==> config.mk <==
export PLATFORM = sky130hd
export DESIGN_NAME = hazard_unit_sb
export DESIGN_NICKNAME = d
export VERILOG_FILES = /design/src/rtl/hazard_unit_sb_pkg.sv /design/src/rtl/hazard_unit_sb_fwd_sel.sv /design/src/rtl/hazard_unit_sb.sv
export SDC_FILE = /design/constraint.sdc
export NUM_CORES = 1
export LEC_CHECK = 0
export CORE_UTILIZATION = 50
export DETAILED_ROUTE_END_ITERATION = 10
export HOLD_SLACK_MARGIN = 0.12
export PLACE_DENSITY = 0.95
export SLEW_MARGIN = 5
export SYNTH_ARGS = -nofsm -noshare
export SYNTH_HDL_FRONTEND = slang
export SYNTH_HIERARCHICAL = 1
export SYNTH_SLANG_ARGS = --single-unit
==> constraint.sdc <==
create_clock -name clk -period 6 [get_ports clk]
set_input_delay 0.6 -clock clk [delete_from_list [all_inputs] [get_ports clk]]
set_output_delay 0.6 -clock clk [all_outputs]
set_load 0.05 [all_outputs]
==> src/rtl/hazard_unit_sb_pkg.sv <==
// Shared types and default sizing for the hazard/forwarding unit.
package hazard_pkg;

    typedef enum logic [1:0] {
        FWD_NONE = 2'b00,
        FWD_WB   = 2'b01,
        FWD_MEM  = 2'b10
    } fwd_sel_t;

    localparam int DEF_NUM_REGS = 32;
    localparam int DEF_RA_W     = $clog2(DEF_NUM_REGS);

endpackage

==> src/rtl/hazard_unit_sb_fwd_sel.sv <==
// Forward select for a single EX source operand; MEM result beats WB result.
module hazard_fwd_sel
    import hazard_pkg::*;
#(
    parameter int RA_W = DEF_RA_W
) (
    input  logic [RA_W-1:0] src_i,
    input  logic            regwrite_mem_i,
    input  logic [RA_W-1:0] rdn_mem_i,
    input  logic            regwrite_wb_i,
    input  logic [RA_W-1:0] rdn_wb_i,
    output fwd_sel_t        fwd_o
);

    always_comb begin
        fwd_o = FWD_NONE;
        // r0 is hardwired zero, never forwarded
        if (src_i != '0) begin
            if (regwrite_mem_i && (rdn_mem_i == src_i)) begin
                fwd_o = FWD_MEM;
            end else if (regwrite_wb_i && (rdn_wb_i == src_i)) begin
                fwd_o = FWD_WB;
            end
        end
    end

endmodule

==> src/rtl/hazard_unit_sb.sv <==
// Forwarding, stall/flush control and long-latency scoreboard.
// Optional HAZARD_PERF_CNT_EN adds saturating stall_cnt/flush_cnt outputs.
module hazard_unit_sb
    import hazard_pkg::*;
#(
    parameter  int NUM_SRC  = 2,
    parameter  int NUM_REGS = DEF_NUM_REGS,
    parameter  int MAX_OUT  = 4,
    localparam int RA_W     = $clog2(NUM_REGS)
) (
    input  logic                    clk,
    input  logic                    rst,
    input  logic                    RegWrite_MEM,
    input  logic                    RegWrite_WB,
    input  logic [RA_W-1:0]         rdn_MEM,
    input  logic [RA_W-1:0]         rdn_WB,
    input  logic [NUM_SRC*RA_W-1:0] src_EX,
    output logic [NUM_SRC*2-1:0]    ForwardSrc_EX,
    input  logic                    MemToReg_EX,
    input  logic                    LongIssue_EX,
    input  logic [RA_W-1:0]         rdn_EX,
    input  logic [NUM_SRC*RA_W-1:0] src_ID,
    input  logic [RA_W-1:0]         rdn_ID,
    input  logic                    RegWrite_ID,
    input  logic                    LongOp_ID,
    input  logic                    LongDone_valid,
    input  logic [RA_W-1:0]         LongDone_rd,
    input  logic                    Redirect_EX,
    output logic                    Stall_IF,
    output logic                    Stall_ID,
    output logic                    Flush_ID,
    output logic                    Flush_EX,
`ifdef HAZARD_PERF_CNT_EN
    output logic [31:0]             stall_cnt,
    output logic [31:0]             flush_cnt,
`endif
    output logic [NUM_REGS-1:0]     busy
);

    localparam int             CNT_W   = $clog2(MAX_OUT + 1);
    localparam logic [CNT_W-1:0] CNT_MAX = CNT_W'(MAX_OUT);
    localparam logic [CNT_W-1:0] CNT_PRE = CNT_W'(MAX_OUT - 1);

    logic [NUM_REGS-1:0] busy_q, busy_d;
    logic [CNT_W-1:0]    cnt_q, cnt_d;
    logic                issue_ok, done_ok;
    logic                ex_hit, raw_hit;
    logic                load_use, issue_haz, waw_haz, struct_haz, stall;
    fwd_sel_t            fwd_sel [NUM_SRC];

    for (genvar g = 0; g < NUM_SRC; g++) begin : g_fwd
        hazard_fwd_sel #(.RA_W(RA_W)) u_fwd (
            .src_i          (src_EX[g*RA_W +: RA_W]),
            .regwrite_mem_i (RegWrite_MEM),
            .rdn_mem_i      (rdn_MEM),
            .regwrite_wb_i  (RegWrite_WB),
            .rdn_wb_i       (rdn_WB),
            .fwd_o          (fwd_sel[g])
        );
        assign ForwardSrc_EX[g*2 +: 2] = fwd_sel[g];
    end

    // Over-limit issues and under-flow completions leave the count alone.
    assign issue_ok = LongIssue_EX && (cnt_q != CNT_MAX);
    assign done_ok  = LongDone_valid && (cnt_q != '0);

    always_comb begin
        ex_hit  = 1'b0;
        raw_hit = 1'b0;
        for (int i = 0; i < NUM_SRC; i++) begin
            if (src_ID[i*RA_W +: RA_W] != '0) begin
                if (rdn_EX == src_ID[i*RA_W +: RA_W]) ex_hit = 1'b1;
                if (busy_q[src_ID[i*RA_W +: RA_W]]) raw_hit = 1'b1;
            end
        end
    end

    assign load_use   = MemToReg_EX && (rdn_EX != '0) && ex_hit;
    assign issue_haz  = LongIssue_EX && (rdn_EX != '0) && ex_hit;
    assign waw_haz    = RegWrite_ID && (rdn_ID != '0) && busy_q[rdn_ID];
    assign struct_haz = LongOp_ID &&
                        ((cnt_q == CNT_MAX) ||
                         ((cnt_q == CNT_PRE) && issue_ok && !done_ok));
    assign stall      = load_use | issue_haz | raw_hit | waw_haz | struct_haz;

    always_comb begin
        Stall_IF = 1'b0;
        Stall_ID = 1'b0;
        Flush_ID = 1'b0;
        Flush_EX = 1'b0;
        if (Redirect_EX) begin
            Flush_ID = 1'b1;
            Flush_EX = 1'b1;
        end else if (stall) begin
            Stall_IF = 1'b1;
            Stall_ID = 1'b1;
            Flush_EX = 1'b1;
        end
    end

    // Clear first so a same-cycle issue to the same register wins.
    always_comb begin
        busy_d = busy_q;
        if (LongDone_valid) busy_d[LongDone_rd] = 1'b0;
        if (issue_ok)       busy_d[rdn_EX]      = 1'b1;
        busy_d[0] = 1'b0;
    end

    always_comb begin
        unique case ({issue_ok, done_ok})
            2'b10:   cnt_d = cnt_q + 1'b1;
            2'b01:   cnt_d = cnt_q - 1'b1;
            default: cnt_d = cnt_q;
        endcase
    end

    always_ff @(posedge clk) begin
        if (rst) begin
            busy_q <= '0;
            cnt_q  <= '0;
        end else begin
            busy_q <= busy_d;
            cnt_q  <= cnt_d;
        end
    end

    assign busy = busy_q;

`ifdef HAZARD_PERF_CNT_EN
    logic [31:0] stall_cnt_q, flush_cnt_q;

    always_ff @(posedge clk) begin
        if (rst) begin
            stall_cnt_q <= '0;
            flush_cnt_q <= '0;
        end else begin
            if (stall && !Redirect_EX && (stall_cnt_q != '1)) stall_cnt_q <= stall_cnt_q + 1'b1;
            if (Redirect_EX && (flush_cnt_q != '1))           flush_cnt_q <= flush_cnt_q + 1'b1;
        end
    end

    assign stall_cnt = stall_cnt_q;
    assign flush_cnt = flush_cnt_q;
`endif

endmodule

After elaboration in Yosys (flattened, before gate mapping)
Index checks and enable logic that the tools add are counted.
{"block": "op_classes", "n_addsub": 2, "reduce_logical": 27, "n_bitwise": 7, "n_lt_le_gt_ge": 7, "n_mux": 31, "n_eq_ne": 11}
{"operator": "$mux 32", "count": 2}
{"operator": "$and 32x32->32", "count": 1}
{"operator": "$not 32->32", "count": 1}
{"operator": "$or 32x32->32", "count": 1}
{"operator": "$eq 5x5->1", "count": 6}
{"operator": "$lt 5x6->1 const B", "count": 5}
{"operator": "$reduce_bool 5->1", "count": 6}
{"operator": "$mux 1", "count": 19}
{"operator": "$logic_and 1x1->1", "count": 17}
{"operator": "$bmux 1 s5", "count": 3}
{"operator": "$demux 1 s5", "count": 2}
{"operator": "$ge 5x1->1 const B", "count": 2}
{"operator": "$mux 2", "count": 4}
{"operator": "$pmux 3 s2", "count": 1}
{"operator": "$or 1x1->1", "count": 4}
{"operator": "$add 3x1->3 const B", "count": 1}
{"operator": "$eq 3x2->1 const B", "count": 1}
{"operator": "$eq 3x3->1 const B", "count": 1}
{"operator": "$ne 3x3->1 const B", "count": 1}
{"operator": "$reduce_bool 3->1", "count": 1}
{"operator": "$sub 3x1->3 const B", "count": 1}
{"operator": "$eq 2x1->1 const B", "count": 1}
{"operator": "$eq 2x2->1 const B", "count": 1}
{"operator": "$reduce_bool 2->1", "count": 1}
{"operator": "other kinds (2)", "count": 2}
{"block": "totals", "output_inout_bits": 40, "ff_bits": 35, "wordCells": 88, "input_bits": 55}

Depth between registers and ports, before layout
Gate-level depths: netlist (run 1).
{"block": "depth", "ltp_word": 12, "ltp_mapped": 9, "mapped_depth_nobuf": 9}

Hierarchy
Netlist (run 1), hierarchy kept.
{"module": "hazard_unit_sb", "area_per_inst_um2": 2519.9, "seq_area_each_um2": 680.7, "n_inst": 1, "cells_each": 292}
{"module": "hazard_fwd_sel", "area_per_inst_um2": 132.6, "seq_area_each_um2": 0.0, "n_inst": 2, "cells_each": 18}

Worst setup path before layout (run 1)
OpenSTA, ideal clock, no wires.
{"block": "synth_path", "kind": "flip-flop to output port", "from": "register busy_q[7] (netlist: busy[7])", "to": "output Stall_IF", "slack_ns": 2.810, "stages_incl_launch_ff": 8, "path_buffers": 1, "required_time_ns": 5.400, "arrival_ns": 2.590, "cell_sequence": "dfxtp_1 mux2i_1 mux4_2 nor2_1 a311oi_1 o311a_1 a21oi_2 buf_4"}
{"block": "synth_via", "elab_chain_cells": 11, "word_cells_on_any_way": 16, "cone_classes": "mux: 12; bitwise: 3; reduce/logical: 1"}
{"element": "start: declaration", "line": "hazard_unit_sb.sv:44", "rtl": "logic [NUM_REGS-1:0] busy_q, busy_d;"}
{"element": "start signal: assignment", "line": "hazard_unit_sb.sv:122", "rtl": "busy_q <= busy_d;"}
{"element": "$bmux 1 s5", "line": "hazard_unit_sb.sv:73", "rtl": "if (busy_q[src_ID[i*RA_W +: RA_W]]) raw_hit = 1'b1;"}
{"element": "$mux 1 (not written as such)", "line": "hazard_unit_sb.sv:73"}
{"element": "$mux 1", "line": "hazard_unit_sb.sv:73"}
{"element": "$mux 1", "line": "hazard_unit_sb.sv:71", "rtl": "if (src_ID[i*RA_W +: RA_W] != '0) begin"}
{"element": "$mux 1", "line": "hazard_unit_sb.sv:73"}
{"element": "$mux 1", "line": "hazard_unit_sb.sv:71"}
{"element": "$or 1x1->1", "line": "hazard_unit_sb.sv:84", "rtl": "assign stall = load_use | issue_haz | raw_hit | waw_haz | struct_haz;"}
{"element": "$or 1x1->1 (*) (2 in series)", "line": "hazard_unit_sb.sv:84"}
{"element": "$mux 1 (*) (2 in series)"}
{"element": "end: declaration", "line": "hazard_unit_sb.sv:29", "rtl": "output logic Stall_IF,"}
Every way passes the cells marked *; elsewhere a longest branch is shown, timed or not. The select of a mux whose other input is x is not followed.

Final worst setup path (run 1)
{"block": "layout_path", "from": "input rdn_ID[1]", "to": "output Stall_IF"}
{"block": "layout_via", "elab_chain_cells": 7, "word_cells_on_any_way": 9, "cone_classes": "mux: 4; bitwise: 2; reduce/logical: 3"}
{"element": "start: declaration", "line": "hazard_unit_sb.sv:23", "rtl": "input logic [RA_W-1:0] rdn_ID,"}
{"element": "$bmux 1 s5 / $reduce_bool 5->1 (equally long branches)", "line": "hazard_unit_sb.sv:80", "rtl": "assign waw_haz = RegWrite_ID && (rdn_ID != '0) && busy_q[rdn_ID];"}
{"element": "$mux 1 (not written as such) / $logic_and 1x1->1 (equally long branches)", "line": "hazard_unit_sb.sv:80"}
{"element": "$logic_and 1x1->1 (*)", "line": "hazard_unit_sb.sv:80"}
{"element": "$or 1x1->1 (*) (2 in series)", "line": "hazard_unit_sb.sv:84"}
{"element": "$mux 1 (*)", "line": "hazard_unit_sb.sv:94", "rtl": "end else if (stall) begin"}
{"element": "$mux 1 (*)", "line": "hazard_unit_sb.sv:91", "rtl": "if (Redirect_EX) begin"}
Marked as above.

==> results of run 1 <==
final timing paths:
check / start / to / cells after the start
worst min register to register: cnt_q[2] / cnt_q[2] / 2
worst max-delay path: rdn_ID[1] / Stall_IF / 8
worst max register to register: cnt_q[0] / cnt_q[2] / 9
worst min-delay path: cnt_q[2] / cnt_q[2] / 2
sequential cells by signal (all words and copies together), names as in the netlist:
| signal | flops |
|---|---|
| busy | 31 |
| cnt_q | 3 |
worst max-delay path, stage by stage:
cell and delay, ns:
clkdlybuf4s50_1 0.76, mux2i_1 0.14, mux4_2 0.47, nor2_1 0.10
a311oi_1 0.05, o311a_1 0.39, a21oi_2 0.14, clkdlybuf4s50_1 0.81
Yosys cell counts, types with 2 or more instances:
library cell	instances	area share
a21oi_1	40	0.072
and3_1	3	0.0067
and3b_1	4	0.013
buf_2	5	0.0090
buf_4	3	0.0081
buf_6	2	0.0081
clkbuf_1	10	0.013
dfxtp_1	34	0.24
inv_1	5	0.0067
mux2_2	3	0.012
mux2i_1	11	0.040
mux4_1	2	0.019
mux4_2	17	0.14
nand2_1	45	0.061
nand3_1	9	0.016
nand3b_1	9	0.024
nand4_1	4	0.0090
nor2_1	16	0.022
nor3_1	2	0.0036
nor3b_1	6	0.016
nor4_1	3	0.0067
nor4b_1	3	0.0094
o211ai_1	2	0.0054
o21ai_0	35	0.063
o41ai_1	3	0.0094
or3_1	2	0.0045
or3b_2	2	0.0063
or4_1	2	0.0054
xnor2_1	20	0.063
xor2_1	10	0.031
placed cells by master, fill, tap and decap left out, types with 2 or more instances in the layout:
cell type,count
a21oi_1,40
inv_1,5
nor2_1,16
or3b_2,2
xor2_1,10
o211ai_1,2
and3b_1,4
mux2i_1,11
nor4_1,3
nor3_1,2
mux4_2,17
mux2_2,3
dfxtp_1,34
or3_1,2
nand3b_1,9
nand3_1,9
clkdlybuf4s50_1,93
nor3b_1,6
o41ai_1,3
xnor2_1,20
nor4b_1,3
and3_1,3
clkbuf_8,6
or4_1,2
nand4_1,4
o21ai_0,35
nand2_1,45
mux4_1,2
final cells by class:
type                       count  area [sq um]  area share
inverter                       5          18.8     0.00497
clock inverter                 2          12.5     0.00331
timing repair buffer          93           931       0.246
clock buffer                   6          82.6      0.0219
multi-input combinational    268          1960       0.520
sequential                    34           681       0.180
tap                           70          87.6      0.0232
stage by stage:
step	cells	hold WS (ns)	total power, uW
CTS	478	0.533	652
global placement	470	0.501	468
detailed placement	470	0.523	477
floorplan	328	0.481	395
global route	478	0.565	683
finish	478	0.537	655
where the power goes:
part / switching (uW) / total [uW] / internal [uW]
Sequential: 14.2 / 252 / 238
Clock: 88.1 / 180 / 92.2
Combinational: 123 / 223 / 99.7
routing by layer:
layer / vias to the layer above / wire length [um] / GRT usage
met2: 211 / 4570 / 0.548
met3: 28 / 981 / 0.0635
met5: - / 0 / 0
li1: 1373 / - / -
met4: 0 / 217 / 0.146
met1: 1442 / 3280 / 0.367
logic make-up (layout without fill, tap and decap cells):
family / after synthesis / after routing / share of synthesized area
AOI/OAI and AO/OA: 87 / 87 / 0.173
and+or+nand+nor: 115 / 115 / 0.217
buffers and inverters: 26 / 106 / 0.0503
xor gates and xnor gates: 30 / 30 / 0.0943
adders and majority gates: 2 / 2 / 0.0117
DFF: 34 / 34 / 0.244
other: 1 / 1 / 0.00135
muxes: 33 / 33 / 0.208
==> out/metrics.sh, run 1 <==
RUN_STATUS='completed'
GLOBALPLACE.CONGESTION=0.985
FINAL-SETUP-VIOL-COUNT=0
PERIOD_NEEDED_NS=4.06
CRIT_PATH_END_KIND='primary output'
FINAL_CLOCK_PERIOD_UTILIZATION_BY_THE_WORST_PATH=0.676
ANT_NETS=0
FINAL_INSTANCE_AREA_SQ_MM=0.00378
CELL_AREA_SYNTH_SQ_MM=0.00279
NUM_ROWS=26
FIN_WS_NS=1.94
FIRST_PASS_DETAILED_ROUTE_ITERATION_TOTAL=5
TIGHTESTPINTRANSITION_NS=1.22
SORT_OF_ELEMENT_AT_THE_START_OF_THE_CRITICAL_PATH='primary input'
IO_BUFFER_COUNT=93
TRITONCTS='yes'
DRT_DRC=0
WORSTSETUPPATHTYPE='in -> out'
INITIAL_ANTENNA_VIOLATION_COUNT=0
VIA_COUNT=3054
PLACED_AREA_SQ_MM=0.00368
FINAL_LAYOUT_SIZE_SUFFIX_GT1_FRAC=0.0858
CTS.PATH.MAX_BUFFERS=2
FMAXACHIEVABLE_GHz=0.246
MAXCAPVIOLATIONS=0
PLACE.DETAILED.HPWL_UM=6820
WORST_PATH_FANOUT_MAX=13
HOLD_BUFFER_COUNT_AT_CTS=0
SYNTHESIS.NETS=385
ROUTED_WIRELENGTH_UM=9050
POST_DRT_VIA_CELL_RATIO=6.39
SINK_COUNT=34
CRIT_REQUIRED_NS=5.40
DIE_H_UM=76.6
FIN_SETUP_TNS_NS=0
CLASS_OF_THE_TIGHTEST_HOLD_OR_REMOVAL_CHECK='reg -> reg'
CTS-RESIZED-GATES=0
CTS.REPORTEDPATHS.CLKPINSLEW_NS=0.07
ROUTE.DETAILED.WL_PER_INST_UM=18.9
SYN_AVG_CELL_AREA_SQ_UM=8.49
START_UTIL=0.532
GRT_FIRST_PASS_WIRELENGTH_UM=14600
EDFF_COUNT_SYNTH=0
POSTSYNTHREGISTERBITS=34
P_LEAK_uW=0.00126
RSZ0062_AT_GRT='false'
DP_SLACK_NS=1.93
FINAL_CORE_UTIL=0.721
DR.FIRST_ITER.DRC_COUNT=327
HOLD_VIOL=0
ASYNC_FLOP_SHARE=0
TRITONCTS.NUM_BUFFERS=5
YS_TYPES=46
CORE_AREA_SQ_MM=0.00524
YS_SEQ_AREA_FRAC=0.244
CLOCK_INSERTION_DELAY_WORST_SKEW_NS=0.30
PWR_DENSITY_CELL_mW_PER_MM2=173
COUNT_OF_FILL_CELLS_ADDED_DURING_FILLER_INSERTION=413
ALL_LAYER_GR_USAGE=0.314
SETUP.REG_TO_REG.WORST_SLACK_NS=3.94
DIE_AREA_SQ_MM=0.00587
ANTENNA-DIODE-COUNT=0
VDD.IR_DROP.WORST_V=0.000195
POSTCTSSETUPREPAIRBUFS=0
MOST_USED_DFF_POST_SYNTH='dfxtp_1'
CELL_AT_THE_ROOT_OF_THE_CLOCK_TREE='clkbuf_8'
IO-PIN-COUNT=95
WORST-ENDPOINT-ARRIVAL_NS=3.46
YOSYS_WARNINGS=6
GR-TOTAL-OVERFLOW=0
MAX_SLEW_MARGIN=0.186
SYNTHTOLAYOUTAREAGROWTH_PCT=35.6
FIRST_GLOBAL_VIAS=2986
FINALNETCOUNT=464
SYNTHESIZED_NETLIST_CELL_COUNT=328
TIMING.FINAL.MAX_SLEW_VIOLATIONS=0
DIE_WIDTH_UM=76.6
GRT_MAX_DEGREE=35
CTS-HTREE-LEVELS=2
CLOCK_SKEW_NS=0.00851
(Power assumes the default switching activity.)
==> inputs of run 2 (changes only) <==
--- a/config.mk
+++ b/config.mk
@@ -5,10 +5,10 @@
 export SDC_FILE = /design/constraint.sdc
 export NUM_CORES = 1
 export LEC_CHECK = 0
-export CORE_UTILIZATION = 50
+export CORE_UTILIZATION = 42
 export DETAILED_ROUTE_END_ITERATION = 10
 export HOLD_SLACK_MARGIN = 0.12
-export PLACE_DENSITY = 0.95
+export PLACE_DENSITY = 0.89
 export SLEW_MARGIN = 5
 export SYNTH_ARGS = -nofsm -noshare
 export SYNTH_HDL_FRONTEND = slang
==> constraint.sdc (replaced) <==
create_clock -name clk -period 3.4 [get_ports clk]
set_input_delay 0.34 -clock clk [delete_from_list [all_inputs] [get_ports clk]]
set_output_delay 0.34 -clock clk [all_outputs]
set_load 0.05 [all_outputs]
==> run 2 against run 1 <==
  * Sequential share of layout area fell by 0.50 points
  * Clock skew is 0.0048 ns lower
  * Critical path depth shrank 1
  * Power rose by 100%
  * Sequential power increased by 77%
  * Utilization shrank 11 points
  * Design area rose by 2.9%
  * Final cell count is 2.1% higher
  * Critical path type unchanged
  * Largest power group is now clock
==> out/metrics.sh, run 2 (same netlist as run 1, synthesis figures left out) <==
WORST-PATH-STAGES=7  # -1
FINALNETCOUNT=467  # +0.65%
CTS-RESIZED-GATES=0  # unchanged
TRITONCTS='yes'
GLOBALPLACE.CONGESTION=0.882  # -10%
ROUTED_WIRELENGTH_UM=9340  # +3.1%
INITIAL_ANTENNA_VIOLATION_COUNT=0  # unchanged
ALL_LAYER_GR_USAGE=0.267  # -0.0471
CELL_AT_THE_ROOT_OF_THE_CLOCK_TREE='clkbuf_8'
CRITICAL_PATH.TOP_DELAY_FAMILY='buffers and inverters'
WORST_PATH_FANOUT_MAX=10  # -3
PLACEDCELLCOUNT=480  # +2.1%
ANT_NETS=0  # unchanged
FINAL-SETUP-VIOL-COUNT=0  # unchanged
CRIT_REQUIRED_NS=3.06  # -2.34 ns
LAYOUT.CELLS.MOST_COMMON='clkdlybuf4s50_1'
CTS.REPORTEDPATHS.CLKPINSLEW_NS=0.07  # about the same
HOLD_BUFFER_COUNT_AT_CTS=0  # unchanged
ROUTE.DETAILED.WL_PER_INST_UM=19.1  # +1.0%
CP_CELL_SEQUENCE='clkdlybuf4s50_1 > mux4_2 > mux2_2 > nor3b_1 > o32a_2 > nand3b_1 > buf_12'
RSZ0062_AT_GRT='false'
MAXCAPVIOLATIONS=0  # unchanged
DIE_WIDTH_UM=83.4  # +8.9%
WORSTSETUPPATHTYPE='in -> out'
IO_BUFFER_COUNT=93  # unchanged
FMAXACHIEVABLE_GHz=0.331
CRIT_PATH_END_KIND='primary output'
TRITONCTS.NUM_BUFFERS=5  # unchanged
FINAL_LAYOUT_SIZE_SUFFIX_GT1_FRAC=0.0998  # +0.0140
SORT_OF_ELEMENT_AT_THE_START_OF_THE_CRITICAL_PATH='primary input'
VIA_COUNT=3127  # +2.4%
POST_DRT_VIA_CELL_RATIO=6.41  # +0.29%
VDD.IR_DROP.WORST_V=0.000300  # +54%
GRT_MAX_DEGREE=35  # unchanged
WORST-ENDPOINT-ARRIVAL_NS=2.68  # -0.78 ns
POSTCTSSETUPREPAIRBUFS=0  # unchanged
WORST-R2R-CELL-COUNT=9  # unchanged
CLASS_OF_THE_TIGHTEST_HOLD_OR_REMOVAL_CHECK='reg -> reg'
LAYOUTNONFILLERINSTCOUNT=488  # +2.1%
HOLD_VIOL=0  # unchanged
GRT_FIRST_PASS_WIRELENGTH_UM=15000  # +2.7%
PERIOD_NEEDED_NS=3.02
RUN_STATUS='completed'
DIE_AREA_SQ_MM=0.00696  # +19%
START_UTIL=0.436  # -0.0956
PWR_DENSITY_CELL_mW_PER_MM2=339  # +96%
GR-TOTAL-OVERFLOW=0  # unchanged
CLOCK_INSERTION_DELAY_WORST_SKEW_NS=0.29  # about the same
P_LEAK_uW=0.00131  # +4.4%
CRITICAL_PATH.N_BUFFERS_INVERTERS=2  # unchanged
WORST_HOLD_PATH.NUM_CELLS=2  # unchanged
CORE_AREA_SQ_MM=0.00639  # +22%
FINAL_CELL_MIX='clkdlybuf4s50_1 (90), nand2_1 (45), a21oi_1 (40)'
SYNTHTOLAYOUTAREAGROWTH_PCT=39.5
TIMING.FINAL.MAX_SLEW_VIOLATIONS=0  # unchanged
TIGHTESTPINTRANSITION_NS=1.20  # -0.0210 ns
NUM_ROWS=29  # +12%
DR.FIRST_ITER.DRC_COUNT=341  # +4.3%
FIN_SETUP_TNS_NS=0  # unchanged
ANTENNA-DIODE-COUNT=0  # unchanged
DIE_H_UM=83.4  # +8.9%
LARGEST_REGISTER_FFS=31  # unchanged
IO-PIN-COUNT=95  # unchanged
FIRST_GLOBAL_VIAS=3033  # +1.6%
CLOCK_SKEW_NS=0.00373  # -0.00479 ns
FINAL_CLOCK_PERIOD_UTILIZATION_BY_THE_WORST_PATH=0.887
FIRST_PASS_DETAILED_ROUTE_ITERATION_TOTAL=5  # unchanged
MAX_SLEW_MARGIN=0.201  # +0.0141
CPMAXSTAGEDELAYCELL='clkdlybuf4s50_1'
DRT_DRC=0  # unchanged
SETUP.REG_TO_REG.WORST_SLACK_NS=1.33  # -2.61 ns
CTS.PATH.MAX_BUFFERS=2  # unchanged
SINK_COUNT=34  # unchanged
CTS-HTREE-LEVELS=2  # unchanged
PLACE.DETAILED.HPWL_UM=6970  # +2.2%
CP_SLOWEST_STAGE_DELAY_NS=0.79  # -0.02 ns
[run 2: final cells by class]
| class | count | area, sq um |
|---|---|---|
| flip-flops and latches | 34 | 681 |
| well taps | 77 | 96.3 |
| inverters | 5 | 18.8 |
| clock buffers | 6 | 82.6 |
| clock inverters | 2 | 60.1 |
| fillers | 508 | 2500 |
| repair buffers | 96 | 983 |
| multi-input cells | 268 | 1960 |
[run 2: per-stage QoR]
step / instance area (sq um) / setup slack (ns) / power, uW / hold WS [ns] / util
after detailed placement: 3740 / 0.389 / 859 / 0.518 / 0.586
final: 3890 / 0.383 / 1320 / 0.530 / 0.609
after floorplan: 2790 / 0.470 / 697 / 0.481 / -
after global routing: 3890 / 0.243 / 1370 / 0.556 / 0.609
after global placement: 3740 / 0.445 / 840 / 0.504 / 0.586
after CTS: 3890 / 0.378 / 1320 / 0.528 / 0.609
[run 2: worst paths after layout]
path / start / endpoint
hold / removal: cnt_q[2] / cnt_q[2]
setup reg to reg: cnt_q[0] / cnt_q[2]
hold reg to reg: cnt_q[2] / cnt_q[2]
setup / recovery: src_ID[7] / Flush_EX
[run 2: worst reg2reg max path, cell delays in order, from the launching register on]
cell,delay (ns)
dfxtp_1,0.35
inv_1,0.11
nand3_1,0.12
nand2_1,0.17
ha_1,0.21
inv_1,0.06
fa_1,0.37
xor2_1,0.16
or3_1,0.30
a21oi_1,0.14
[run 2: where the power goes]
part	internal (uW)	leakage (uW)	switching (uW)
clock	313	0.0000714	151
combinational	187	0.000969	224
sequential	419	0.000275	25.5
[run 2: routing by layer]
| layer | vias to the layer above | track usage | wire [um] |
|---|---|---|---|
| met4 | 0 | 0.119 | 257 |
| met3 | 31 | 0.0408 | 884 |
| met2 | 216 | 0.469 | 4600 |
| li1 | 1376 | - | - |
| met5 | - | 0 | 0 |
| met1 | 1504 | 0.321 | 3600 |
